**src/rtl/gpif_ii_master.sv**
```systemverilog
// FPGA-side master for the FX3 GPIF II synchronous slave FIFO: pushes the TX stream into the
// write socket and drains the read socket into the RX stream, with a fixed-latency read pipeline.
module gpif_ii_master #(
   parameter logic [1:0] TX_ADDR    = 2'b00,
   parameter logic [1:0] RX_ADDR    = 2'b11,
   parameter int         RD_LATENCY = 2
) (
   input  logic        clk,
   input  logic        rst_n,
   input  logic [31:0] tx_data,
   input  logic        tx_valid,
   input  logic        tx_last,
   output logic        tx_ready,
   output logic [31:0] rx_data,
   output logic        rx_valid,
   input  logic        rx_ready,
   output logic        PCLK,
   output logic [1:0]  address,
   output logic [31:0] data_ms,
   input  logic [31:0] data_sm,
   input  logic        data_t,
   output logic        SLCS_n,
   output logic        SLWR_n,
   output logic        SLRD_n,
   output logic        SLOE_n,
   output logic        PKTEND_n,
   input  logic        FLAGA,
   input  logic        FLAGB,
   input  logic        FLAGC,
   input  logic        FLAGD
);

   typedef enum logic [2:0] {IDLE, WRITE, READ, RD_DRAIN, TURN} state_t;

   state_t                  state_q, state_d;
   logic                    flaga_q, flagb_q, flagc_q, flagd_q;
   logic [1:0]              address_q, address_d;
   logic [31:0]             data_ms_q, data_ms_d;
   logic                    slwr_n_q, slwr_n_d;
   logic                    pktend_n_q, pktend_n_d;
   logic                    rd_arm_q, rd_arm_d;
   logic [RD_LATENCY-1:0]   rd_pipe_q, rd_pipe_d;

   // Flags settle late in the cycle, so only registered copies feed decisions.
   always_ff @(posedge clk or negedge rst_n) begin
      if (!rst_n) begin
         flaga_q    <= 1'b0;
         flagb_q    <= 1'b0;
         flagc_q    <= 1'b0;
         flagd_q    <= 1'b0;
         state_q    <= IDLE;
         address_q  <= TX_ADDR;
         data_ms_q  <= '0;
         slwr_n_q   <= 1'b1;
         pktend_n_q <= 1'b1;
         rd_arm_q   <= 1'b0;
         rd_pipe_q  <= '0;
      end else begin
         flaga_q    <= FLAGA;
         flagb_q    <= FLAGB;
         flagc_q    <= FLAGC;
         flagd_q    <= FLAGD;
         state_q    <= state_d;
         address_q  <= address_d;
         data_ms_q  <= data_ms_d;
         slwr_n_q   <= slwr_n_d;
         pktend_n_q <= pktend_n_d;
         rd_arm_q   <= rd_arm_d;
         rd_pipe_q  <= rd_pipe_d;
      end
   end

   always_comb begin
      state_d    = state_q;
      address_d  = address_q;
      data_ms_d  = data_ms_q;
      slwr_n_d   = 1'b1;
      pktend_n_d = 1'b1;
      rd_arm_d   = 1'b0;
      tx_ready   = 1'b0;
      SLCS_n     = (state_q == IDLE);
      SLOE_n     = 1'b1;
      SLRD_n     = 1'b1;

      case (state_q)
         IDLE: begin
            if (flagc_q && rx_ready) begin
               address_d = RX_ADDR;
               state_d   = READ;
            end else if (tx_valid && flaga_q) begin
               address_d = TX_ADDR;
               state_d   = WRITE;
            end
         end
         WRITE: begin
            tx_ready = flagb_q;
            if (tx_valid && flagb_q) begin
               slwr_n_d   = 1'b0;
               data_ms_d  = tx_data;
               pktend_n_d = ~tx_last;
               if (tx_last) state_d = TURN;
            end else begin
               state_d = TURN;
            end
         end
         READ: begin
            // First READ cycle only settles address/OE; reads start the cycle after.
            SLOE_n   = 1'b0;
            rd_arm_d = 1'b1;
            if (flagd_q && rx_ready) SLRD_n = ~rd_arm_q;
            else                     state_d = RD_DRAIN;
         end
         RD_DRAIN: SLOE_n = 1'b0;
         TURN:     state_d = IDLE;
         default:  state_d = IDLE;
      endcase

      rd_pipe_d[0] = ~SLRD_n;
      for (int i = 1; i < RD_LATENCY; i++) rd_pipe_d[i] = rd_pipe_q[i-1];

      // Hold OE through the cycle that returns the last in-flight word.
      if (state_q == RD_DRAIN && rd_pipe_d == '0) state_d = TURN;
   end

   assign rx_valid = rd_pipe_q[RD_LATENCY-1] & data_t;
   assign rx_data  = rx_valid ? data_sm : '0;
   assign PCLK     = clk;
   assign address  = address_q;
   assign data_ms  = data_ms_q;
   assign SLWR_n   = slwr_n_q;
   assign PKTEND_n = pktend_n_q;

endmodule

```
**config.mk**
```make
export PLATFORM = sky130hd
export DESIGN_NAME = gpif_ii_master
export DESIGN_NICKNAME = d
export VERILOG_FILES = /design/src/rtl/gpif_ii_master.sv
export SDC_FILE = /design/constraint.sdc
export NUM_CORES = 1
export LEC_CHECK = 0
export CAP_MARGIN = 20
export CORE_ASPECT_RATIO = 0.7
export CORE_MARGIN = 3
export CORE_UTILIZATION = 37
export CTS_CLUSTER_SIZE = 12
export DETAILED_ROUTE_END_ITERATION = 8
export GPL_TIMING_DRIVEN = 0
export HOLD_SLACK_MARGIN = 0.15
export MAX_ROUTING_LAYER = met4
export PLACE_DENSITY = 0.88
export SETUP_SLACK_MARGIN = 0.4
export SYNTH_ARGS = -nofsm -noshare
export SYNTH_HDL_FRONTEND = slang
export SYNTH_SLANG_ARGS = --single-unit
```
**constraint.sdc**
```tcl
create_clock -name clk -period 2.9 [get_ports clk]
set_clock_uncertainty 0.1 [all_clocks]
set_input_delay 0.435 -clock clk [delete_from_list [all_inputs] [get_ports clk]]
set_output_delay 0.435 -clock clk [all_outputs]
set_load 0.05 [all_outputs]
```
# Word level (Yosys, flattened, before mapping)
# Index checks and enable logic that the tools add are counted.
# totals
regBits	46
in_bits	74
word_cells	53
# classes
eq_ne	7
mux	19
bitwise_logic	4
reduce_logical	12
# ops
operator	count
$mux 32	1
$mux 3	6
$pmux 3 s4	1
$mux 1	9
$eq 3x2->1 const B	2
$logic_and 1x1->1	5
$mux 2	2
$ne 4x1->1 const B	1
$ne 4x4->1 const B	1
$reduce_and 2->1	2
$reduce_and 4->1	1
$eq 3x1->1 const B	1
$logic_not 3->1	1
$ne 3x3->1 const B	1
$not 1->1	3
$logic_not 2->1	1
$ne 2x1->1 const B	1
$reduce_bool 2->1	1
$reduce_or 2->1	1
$and 1x1->1	1

# Logic depth before layout (Yosys ltp)
# Gate-level depths: netlist of run 1.
# depth
ltp_word	8
ltp_mapped	4

==> results_dict.tcl, run 1 <==
set metrics [dict create \
    rsz0062_at_grt "true" \
    finalNetCount 377 \
    drv_cap 0 \
    grt.total_usage 0.210 \
    dpl-instance-area_um2 3600 \
    cts_tree "done" \
    start_util 0.404 \
    ys.flop_type "dfrtp_1" \
    worst_slack_ps 367 \
    gp_congestion 0.767 \
    synth-seq-area-share 0.557 \
    route.vias.total 1761 \
    synth_edf_count 0 \
    fin_cells 373 \
    grt_pass1_vias 1895 \
    run_status "completed" \
    place_inst 361 \
    place_ws_ps 23.8 \
    worstPathRequired_ps 2370 \
    grt_pass1_wl_mm 9.72 \
    worst_pin_slew_ps 529 \
    async_flop_share 1.00 \
    vias_per_cell 4.72 \
    drt-pass1-iter-count 4 \
    grtUsageMet2 0.334 \
    netlist_top_cells_count "dfrtp_1 (43), and3_1 (33), mux2_4 (27)" \
    maxSlewHeadroom 0.646 \
    wl_mm 6.30 \
    grt_use_met1 0.265 \
    die_y_um 67.9 \
    post-route-cell-area_um2 3790 \
    ys_ff_latch 45 \
    antenna_found_initial 0 \
    clkTransAtPathRegs_ps 80 \
    yosys.area.top_type "dfrtp_1" \
    core_um2 5020 \
    drc 0 \
    power_mw 3.86 \
    grt_max_degree 33 \
    cts_setup_buffers 0 \
    finalHoldViolCount 0 \
    io_buffer_count 147 \
    synth.most_common_cell "dfrtp_1" \
    tns_ps 0 \
    first_iter_violations 50 \
    top_usage_layer "met2" \
    yosysWarningCount 0 \
    wire_per_inst_um 16.9 \
    critPathCaptureType "primary output" \
    ys_top_cells_by_area "dfrtp_1 (53%), mux2_4 (20%), and3_1 (10%), mux2_2 (2.8%), dfstp_2 (2.6%)" \
    area_growth_pct 87.0 \
    antennaDiodeCount 0 \
    final_layout_size_suffix_gt1_frac 0.283 \
    grt-ovfl-total 0 \
    place_hpwl_mm 4.93 \
    synthesis.nets 218 \
    crit_type "clock port to primary output" \
    die_area_um2 6410 \
    crit_arrival_ps 2000 \
    synth_area_um2 2030 \
    timing.final.max_slew_violations 0 \
    cp_max_fo 2 \
    core.rowCount 21 \
    synthCells 144 \
    largest_register_ffs 32 \
    ioPinCount 148 \
    worstSkewPairLatency_ps 390 \
    yosysUniqueCellTypes 26 \
    cellPowerDensity_nw_per_um2 1020 \
    whs_ps 309 \
    worst_setup_path_start_kind "clock port" \
    synth.top_cell.area_share 0.531 \
    p_leak_nw 1.80 \
    utilization 0.755 \
    syn_area_per_cell_um2 14.1 \
    hp-class "flop to flop" \
    grtUsageMet3 0.0571 \
    ir_worst_vdd_mv 0.889 \
    setup-violations-final 0 \
    die_w_um 94.4 \
    drtAntennaViolNets 0 \
]
==> worst paths after layout <==
kind	slack (ps)	cells after the start	endpoint	startpoint
max	370	4	PCLK	clk
min	310	0	rd_pipe_q[1]	rd_pipe_q[0]
max reg2reg	1240	4	data_ms[28]	state_q[1]
min reg2reg	310	0	rd_pipe_q[1]	rd_pipe_q[0]
max in group asynchronous	1800	3	PKTEND_n	rst_n
min in group asynchronous	360	2	data_ms[18]	rst_n
==> report_power, final <==
| group | total (mW) | internal [mW] | switching, mW | leakage, nW |
|---|---|---|---|---|
| Combinational | 2.12 | 0.873 | 1.25 | 1.16 |
| Clock | 0.676 | 0.395 | 0.281 | 0.0888 |
| Sequential | 1.06 | 0.889 | 0.171 | 0.548 |
| Total | 3.86 | 2.16 | 1.70 | 1.80 |
==> area by class of cell <==
type / count / area [µm²]
Buffer: 11 / 73.8
Clock buffer: 11 / 133
Clock inverter: 1 / 30.0
Fill cell: 344 / 1230
Inverter: 1 / 3.75
Multi-Input combinational cell: 87 / 822
Sequential cell: 45 / 1130
Tap cell: 69 / 86.3
Timing Repair Buffer: 148 / 1510
==> layout by cell type (no fill, tap or decap), types with 3 or more instances in the layout <==
cell             netlist  layout
and3_1                33      33
buf_6                  3       3
clkbuf_1               6       4
clkbuf_2               0       3
clkbuf_8               0       9
clkdlybuf4s15_2        0      29
clkdlybuf4s50_1        0     109
dfrtp_1               43      43
dlygate4sd2_1          0       5
mux2_2                 5       5
mux2_4                27      27
nand2_1                3       3
==> logic make-up (layout without fill, tap and decap cells) <==
| logic type | Yosys count | in the layout | synth area share |
|---|---|---|---|
| AOI/OAI and AO/OA | 6 | 6 | 0.0247 |
| buffers and inverters | 12 | 172 | 0.0371 |
| DFF | 45 | 45 | 0.557 |
| muxes | 32 | 32 | 0.228 |
| and+or+nand+nor | 49 | 49 | 0.153 |
==> routing by layer <==
metal / share of wire / up-vias
li1: - / 832
met1: 0.44 / 863
met2: 0.49 / 58
met3: 0.053 / 8
met4: 0.010 / 0
met5: 0 / -
==> what timing repair did <==
item                                    4_1_cts  5_1_grt
hold buffers                                  1        0
endpoints found under the hold margin        44        0
pin swaps                                     0        0
endpoints found under the setup margin       37       18
gates resized for setup                      98       10
==> worst max-delay path: stages <==
cell      delay (ps)
clkbuf_8         110
clkbuf_8         120
buf_4            120
buf_2            200
No activity file was read; power rests on OpenSTA's default activity.
==> inputs of run 2 (changes only) <==
- CORE_UTILIZATION: 37 -> 31
- HOLD_SLACK_MARGIN: 0.15 -> unset
- PLACE_DENSITY: 0.88 -> 0.79
- clock period: 2.9 -> 2.2 ns (I/O delays scaled with it)
==> run 2 against run 1 <==
Against the previous run:
- first-iteration DRC count decreased by 52%
- global-route usage down 3.5 points
- power is 31% higher
- combinational power up 32%
- register-to-register slack got worse by 870 ps
- die area grew 18%
- critical path depth unchanged
- non-clock buffer count grew 15
==> results_dict.tcl, run 2 (same netlist as run 1, synthesis figures left out) <==
set metrics [dict create \
    final_layout_size_suffix_gt1_frac 0.461 \
    setup-violations-final 0 \
    run_status "completed" \
    timing.final.max_slew_violations 0 \
    finalHoldViolCount 0 \
    cts_tree "done" \
    grt_pass1_wl_mm 9.76 \
    crit_slowest_cell "buf_8" \
    cellPowerDensity_nw_per_um2 1190 \
    grt-ovfl-total 0 \
    crit_type "clock port to primary output" \
    place_ws_ps -419 \
    grtUsageMet2 0.283 \
    die_area_um2 7560 \
    cpPeakStageDelay_ps 140 \
    grt_use_met1 0.216 \
    core.rowCount 23 \
    final_cell_mix "clkdlybuf4s50_1 (71), dfrtp_1 (39), buf_6 (33), dlygate4sd2_1 (33), mux2_4 (27)" \
    clkTransAtPathRegs_ps 80 \
    wire_per_inst_um 18.1 \
    drtAntennaViolNets 0 \
    critPathCaptureType "primary output" \
    maxSlewHeadroom 0.658 \
    worstSkewPairLatency_ps 390 \
    antenna_found_initial 0 \
    fillers 459 \
    gp_congestion 0.807 \
    grt_max_degree 34 \
    worst_setup_path_start_kind "clock port" \
    worstPathRequired_ps 1770 \
    hp-class "input port to async pin" \
    io_buffer_count 147 \
    largest_register_ffs 32 \
    drt-pass1-iter-count 4 \
    area_growth_pct 109 \
    cp_max_fo 2 \
    grtUsageMet3 0.0484 \
    grt.total_usage 0.176 \
    layout_commonest_cell "clkdlybuf4s50_1" \
    route.vias.total 1831 \
    wl_mm 7.15 \
    top_usage_layer "met2" \
    ir_worst_vdd_mv 1.22 \
    p_leak_nw 2.05 \
    worst_slack_ps 227 \
    worst_pin_slew_ps 515 \
    finalNetCount 393 \
    die_w_um 103 \
    power_mw 5.04 \
    path_cells "buf_8 -> buf_8 -> buf_6 -> buf_8" \
    crit_arrival_ps 1540 \
    grt_pass1_vias 1894 \
    antennaDiodeCount 0 \
    rsz0062_at_grt "true" \
    place_hpwl_mm 4.85 \
    vias_per_cell 4.65 \
    core_um2 6010 \
    drc 0 \
    cpMostUsedCell "buf_8" \
    first_iter_violations 24 \
    drv_cap 0 \
    ioPinCount 148 \
    start_util 0.337 \
    die_y_um 73.6 \
    utilization 0.704 \
]
run 2: cell count changes in the layout (fill, tap and decap cells not counted), moves of 23 or more:
cell             delta
and3_1             -23
and3_4             +23
buf_6              +30
dlygate4sd2_1      +28
clkdlybuf4s50_1    -38
clkdlybuf4s15_2    -25
run 2: worst max-delay path, delay by kind of cell:
family	cells	cell delay [ps]
buffers and inverters	4	440
run 2: path summary, 6_finish.rpt:
kind	from	endpoint	slack (ps)	depth (start not counted)
max in group asynchronous	rst_n	PKTEND_n	1190	3
min in group clk	FLAGC	flagc_q	270	1
worst min-delay path	rst_n	data_ms[8]	260	2
worst max register to register	state_q[2]	data_ms[7]	370	6
worst min register to register	rd_pipe_q[0]	rd_pipe_q[1]	310	0
worst max-delay path	clk	PCLK	230	4
run 2: cell type report:
cell class	instances	area (µm²)	area share
Timing Repair Buffer	163	1730	0.408
Inverter	1	3.75	0.000887
Clock inverter	1	7.51	0.00177
Clock buffer	10	141	0.0334
Tap cell	75	93.8	0.0222
Sequential cell	45	1130	0.268
Multi-Input combinational cell	88	986	0.233
Buffer	11	141	0.0334
run 2: stage by stage:
step	cell area (µm²)	TNS (ps)	hold WS (ps)	instances
2_1_floorplan	2040	0	-65.6	144
3_3_place_gp	3600	-32340	278	366
3_5_place_dp	3620	-12340	139	367
4_1_cts	3850	0	258	384
5_1_grt	4230	0	255	394
6_report	4230	0	261	394
run 2: layer usage:
metal	vias up	wire length (µm)
li1	879	-
met1	885	3050
met2	59	3680
met3	8	327
met4	0	96
met5	-	0
run 2: power by group:
| part | total (mW) | internal [mW] | switching [mW] |
|---|---|---|---|
| clock | 0.850 | 0.467 | 0.383 |
| sequential | 1.40 | 1.18 | 0.225 |
| combinational | 2.79 | 1.09 | 1.71 |
| total | 5.04 | 2.73 | 2.31 |
run 2: what timing repair did:
item | in CTS | in global routing
hold buffers | 1 | 0
endpoints found under the hold margin | 12 | 0
endpoints found under the setup margin | 74 | 63
pin swaps | 1 | 0
cloned | 1 | 6
setup buffers | 5 | 4
resized for setup | 318 | 55
==> inputs of run 3 (changes only) <==
- SKIP_LAST_GASP: unset -> 1
==> results of run 3 <==
The final DEF is identical to that of run 2; final timing and power are the same.
